--- src/rtl/reaction_timer.sv ---
// Reaction-time round controller: random delay, go-lamp, ms measurement of the response.
// Latency: led rises target*TICK_DIV cycles after accepted start; result_valid one edge after react.
// Backpressure: none; start/react are single-cycle pulses, ignored in states that do not use them.
module reaction_timer #(
    parameter int TICK_DIV      = 100000,
    parameter int DELAY_BASE_MS = 1000,
    parameter int DELAY_STEP_MS = 100,
    parameter int MAX_MS        = 9999
) (
    input  logic        clk,
    input  logic        reset,
    input  logic        start,
    input  logic        react,
    input  logic [4:0]  rnd,
    output logic        led,
    output logic        busy,
    output logic [13:0] result_ms,
    output logic        result_valid,
    output logic        early,
    output logic        timeout
);

    typedef enum logic [2:0] {
        S_IDLE,
        S_WAIT,
        S_ARMED,
        S_DONE,
        S_FALSE
    } state_t;

    localparam int PW      = (TICK_DIV > 1) ? $clog2(TICK_DIV) : 1;
    localparam int TGT_MAX = DELAY_BASE_MS + 31 * DELAY_STEP_MS;
    localparam int CNT_MAX = (TGT_MAX > MAX_MS) ? TGT_MAX : MAX_MS;
    localparam int CW      = $clog2(CNT_MAX + 1);

    localparam logic [PW-1:0] PS_LAST  = PW'(TICK_DIV - 1);
    localparam logic [PW-1:0] PS_ONE   = PW'(1);
    localparam logic [CW-1:0] CNT_ONE  = CW'(1);
    localparam logic [CW-1:0] MAX_LAST = CW'(MAX_MS - 1);
    localparam logic [13:0]   MAX_RES  = 14'(MAX_MS);

    state_t        state;
    logic [PW-1:0] prescaler;
    logic [CW-1:0] ms_cnt;
    logic [CW-1:0] target;
    logic          tick;
    logic          accept;
    logic [CW-1:0] rnd_target;

    assign tick       = (prescaler == PS_LAST);
    assign accept     = start && (state inside {S_IDLE, S_DONE, S_FALSE});
    // Counter width covers the largest delay (rnd=31), so this never truncates.
    assign rnd_target = CW'(DELAY_BASE_MS) + CW'(rnd) * CW'(DELAY_STEP_MS);

    always_ff @(posedge clk or negedge reset) begin
        if (!reset) begin
            state        <= S_IDLE;
            prescaler    <= '0;
            ms_cnt       <= '0;
            target       <= '0;
            led          <= 1'b0;
            busy         <= 1'b0;
            result_ms    <= '0;
            result_valid <= 1'b0;
            early        <= 1'b0;
            timeout      <= 1'b0;
        end else begin
            result_valid <= 1'b0;
            if (accept) begin
                state     <= S_WAIT;
                prescaler <= '0;
                ms_cnt    <= '0;
                target    <= rnd_target;
                busy      <= 1'b1;
                led       <= 1'b0;
                early     <= 1'b0;
                timeout   <= 1'b0;
                result_ms <= '0;
            end else begin
                case (state)
                    S_WAIT: begin
                        // A press on the final tick is still a false start.
                        if (react) begin
                            state     <= S_FALSE;
                            prescaler <= '0;
                            busy      <= 1'b0;
                            early     <= 1'b1;
                        end else if (tick) begin
                            prescaler <= '0;
                            if (ms_cnt == target - CNT_ONE) begin
                                state  <= S_ARMED;
                                ms_cnt <= '0;
                                led    <= 1'b1;
                            end else begin
                                ms_cnt <= ms_cnt + CNT_ONE;
                            end
                        end else begin
                            prescaler <= prescaler + PS_ONE;
                        end
                    end
                    S_ARMED: begin
                        if (react) begin
                            state        <= S_DONE;
                            prescaler    <= '0;
                            led          <= 1'b0;
                            busy         <= 1'b0;
                            result_ms    <= 14'(ms_cnt);
                            result_valid <= 1'b1;
                            timeout      <= 1'b0;
                        end else if (tick) begin
                            prescaler <= '0;
                            if (ms_cnt == MAX_LAST) begin
                                state        <= S_DONE;
                                led          <= 1'b0;
                                busy         <= 1'b0;
                                result_ms    <= MAX_RES;
                                result_valid <= 1'b1;
                                timeout      <= 1'b1;
                            end else begin
                                ms_cnt <= ms_cnt + CNT_ONE;
                            end
                        end else begin
                            prescaler <= prescaler + PS_ONE;
                        end
                    end
                    default: begin
                    end
                endcase
            end
        end
    end

endmodule

--- config.mk ---
export PLATFORM = sky130hd
export DESIGN_NAME = reaction_timer
export DESIGN_NICKNAME = d
export VERILOG_FILES = /design/src/rtl/reaction_timer.sv
export SDC_FILE = /design/constraint.sdc
export NUM_CORES = 1
export LEC_CHECK = 0
export CAP_MARGIN = 5
export CORE_MARGIN = 1
export CORE_UTILIZATION = 54
export CTS_CLUSTER_DIAMETER = 60
export CTS_CLUSTER_SIZE = 24
export DETAILED_ROUTE_END_ITERATION = 16
export PLACE_DENSITY = 0.86
export SYNTH_ARGS = -nofsm -noshare
export SYNTH_HDL_FRONTEND = slang
export SYNTH_SLANG_ARGS = --single-unit
--- constraint.sdc ---
create_clock -name clk -period 2.64 [get_ports clk]
set_input_delay 0.396 -clock clk [delete_from_list [all_inputs] [get_ports clk]]
set_output_delay 0.396 -clock clk [all_outputs]
set_load 0.01 [all_outputs]
==> flow_summary.ini <==
[synth]
synth_fp_nets = 473
synthArstFlopShare = 1.00
synthTopCellsByArea = dfrtp_1 (40%), ha_1 (6.5%), xnor2_1 (4.6%), o21ai_0 (4.5%), nand2_1 (4.5%)
synth_flop_cell = dfrtp_1
yosys.area.top_type = dfrtp_1
ys.warnings.count = 0
syn_area_sq_um = 4020
synth_top_area_frac = 0.398
ys_ff_latch = 64
avgSynthCellArea_sq_um = 9.10
synthCells = 442
synth_edf_count = 0
ys_types = 64
yosysSeqAreaShare = 0.398

[floorplanning]
rows = 31
initial_utilization = 0.558
die_area_sq_um = 7800
die-height_um = 88.3
num_io_pins = 28
die_w_um = 88.3
core_sq_um = 7210

[flow_run]
cap_violations = 0

[route]
wl_per_cell_um = 18.2
drt_wl_total_um = 11300
num_vias = 3890
route.detailed.drc = 0
first_pass_iters = 5
ant_nets = 0
drt_iter0_markers = 370
vias_per_cell = 6.28

[grt]
grt_pass1_wl_um = 18000
antenna_found_initial = 0
grt_overflow = 0
grt_pass1_vias = 3772
grt_max_degree = 65
groute.usage.overall = 0.302

[cells_and_area]
fin_nets = 546
drive_above_1_share = 0.231
syn_to_final_growth_pct = 30.8
fillers = 484
diodes = 0

[sta]
rsz0062_at_grt = yes
tightestPinTransition_ps = 805
relSlewSlack = 0.464
hold_viol = 0
setup_slack_ps = -143
fin_tns_setup_ps = -984
drv_slew = 0
period_share = 1.05
max_freq_mhz = 359
fin_worst_skew_ps = 9.67
setup_viol = 14
final.min_clock_period_ps = 2780

[pwr]
power_density_nw_per_um2 = 1070
leakage_nw = 2.25
ir_worst_vdd_uv = 427

[clock_network]
insertion_delay_ps = 360
holdBufCountCts = 0
clockBufferDepth = 2
clkSlewWorstSetupHoldPaths_ps = 80
cts_tree = yes
cts_htree_levels = 3
ctsRootBufferMaster = clkbuf_8
clock_sinks = 64
cts_inserted_buffers = 9

[place]
port_buffers = 27
place_ws_ps = -659
gp_congestion = 0.858
post-dp-hpwl_um = 7320

[status]
violations = negative setup slack
status = complete, but fails checks

[worst_setup_path]
path_max_fanout = 5
slowest_stage = or4_4
crit_chain = or4_4 > or3_4 > a21oi_1 > a211oi_1 > o2111a_2 > a31oi_2 > o21ai_1 > o31ai_1
arrival_ps = 3050
required_ps = 2910
cp-start-kind = register
critPathKind = reg2reg
crit_path_end_kind = register
critPathMaxStageDelay_ps = 560

[worst_hold_path]
hold_class = in2async
cells in the final DEF, fill, tap and decap left out, drive strengths merged, types with 4 or more instances in the layout:
master and instances:
clkdlybuf4s50 22, nor2b 6, o2bb2ai 6, a21oi 28, nand3 12, nand2 48, nor3 10, or4 4
o21ai 37, nor2 37, nand4 7, xnor2 21, buf 57, a22o 12, a21o 4, dfrtp 64
nand2b 6, xor2 8, and3 7, inv 17, ha 21, nor4 4, clkbuf 10, or3 5
a31oi 16, o31ai 5
path summary, 6_finish.rpt:
kind / slack, ps / cells after the start / endpoint / start
max: -140 / 8 / ms_cnt[12] / target[7]
min: 210 / 2 / prescaler[5] / reset
max reg2reg: -140 / 8 / ms_cnt[12] / target[7]
min in group clk: 460 / 4 / target[2] / rnd[0]
min reg2reg: 520 / 1 / result_ms[11] / result_ms[11]
max in group asynchronous: 1910 / 2 / result_ms[13] / reset
state kept, by name, summed over array words and instances (netlist names):
name,count
timeout,1
result_ms,14
prescaler,17
result_valid,1
ms_cnt,14
target,11
busy,1
led,1
early,1
state,3
area by class of cell:
type / count / area (sq um) / area share
Sequential cell: 64 / 1600 / 0.304
Multi-Input combinational cell: 340 / 2510 / 0.477
Tap cell: 99 / 124 / 0.0235
Inverter: 17 / 63.8 / 0.0121
Clock buffer: 10 / 138 / 0.0262
Timing Repair Buffer: 83 / 707 / 0.134
Clock inverter: 6 / 116 / 0.0221
metrics by stage:
stage	util	std cells	hold WS [ps]	power [mW]	area, sq um
after floorplan	-	442	100	3.22	4070
after detailed placement	0.651	592	498	4.20	4690
final	0.729	619	213	5.65	5260
after global placement	0.651	592	483	4.05	4690
after global routing	0.729	619	289	5.98	5260
after CTS	0.708	615	240	5.48	5110
logic make-up after synthesis:
logic type                 synth area share
and+or+nand+nor                       0.201
AOI/OAI and AO/OA                     0.220
DFF                                   0.398
buffers and inverters                0.0448
xor gates and xnor gates             0.0631
adders and majority gates            0.0703
muxes                               0.00249
synthesized netlist by cell type, drive strengths merged, types with 2 or more instances:
master	instances
ha	21
nand3	12
a211oi	2
a31oi	15
a21boi	2
xor2	8
and4	3
dfrtp	64
a22o	12
clkbuf	14
a21o	4
nor2	37
nor3	10
a21oi	28
or3	5
inv	17
nand2	48
o21a	2
or4b	2
xnor2	21
o31ai	5
or4	4
a2111oi	2
nor4	4
o311ai	2
nand4	7
and2	3
buf	9
and3	7
o2bb2ai	6
nand2b	6
o21ai	37
nor2b	5
power breakdown:
| part | switching, mW | internal (mW) |
|---|---|---|
| logic | 1.56 | 1.38 |
| clock network | 0.417 | 0.657 |
| registers | 0.352 | 1.29 |
| total | 2.33 | 3.32 |
repair_timing:
| action | CTS | global route |
|---|---|---|
| endpoints found under the setup margin | 20 | 36 |
| buffers inserted | 5 | 4 |
| pin swaps | 15 | 13 |
| gates resized for setup | 24 | 20 |
| gates cloned | 2 | 0 |
critical path: cells and delay by family (launching register included):
kind / cells / cell delay [ps]
compound gates: 6 / 1390
simple gates: 2 / 910
flops: 1 / 390
routing by layer:
metal | share of wire | wire length (um) | up-vias | GRT usage
met4 | 0.023 | 258 | 0 | 0.130
met1 | 0.39 | 4380 | 1914 | 0.355
met2 | 0.53 | 5970 | 193 | 0.529
met3 | 0.060 | 680 | 29 | 0.0690
met5 | 0 | 0 | - | 0
li1 | - | - | 1754 | -
Power figures use the tool's default switching activity.
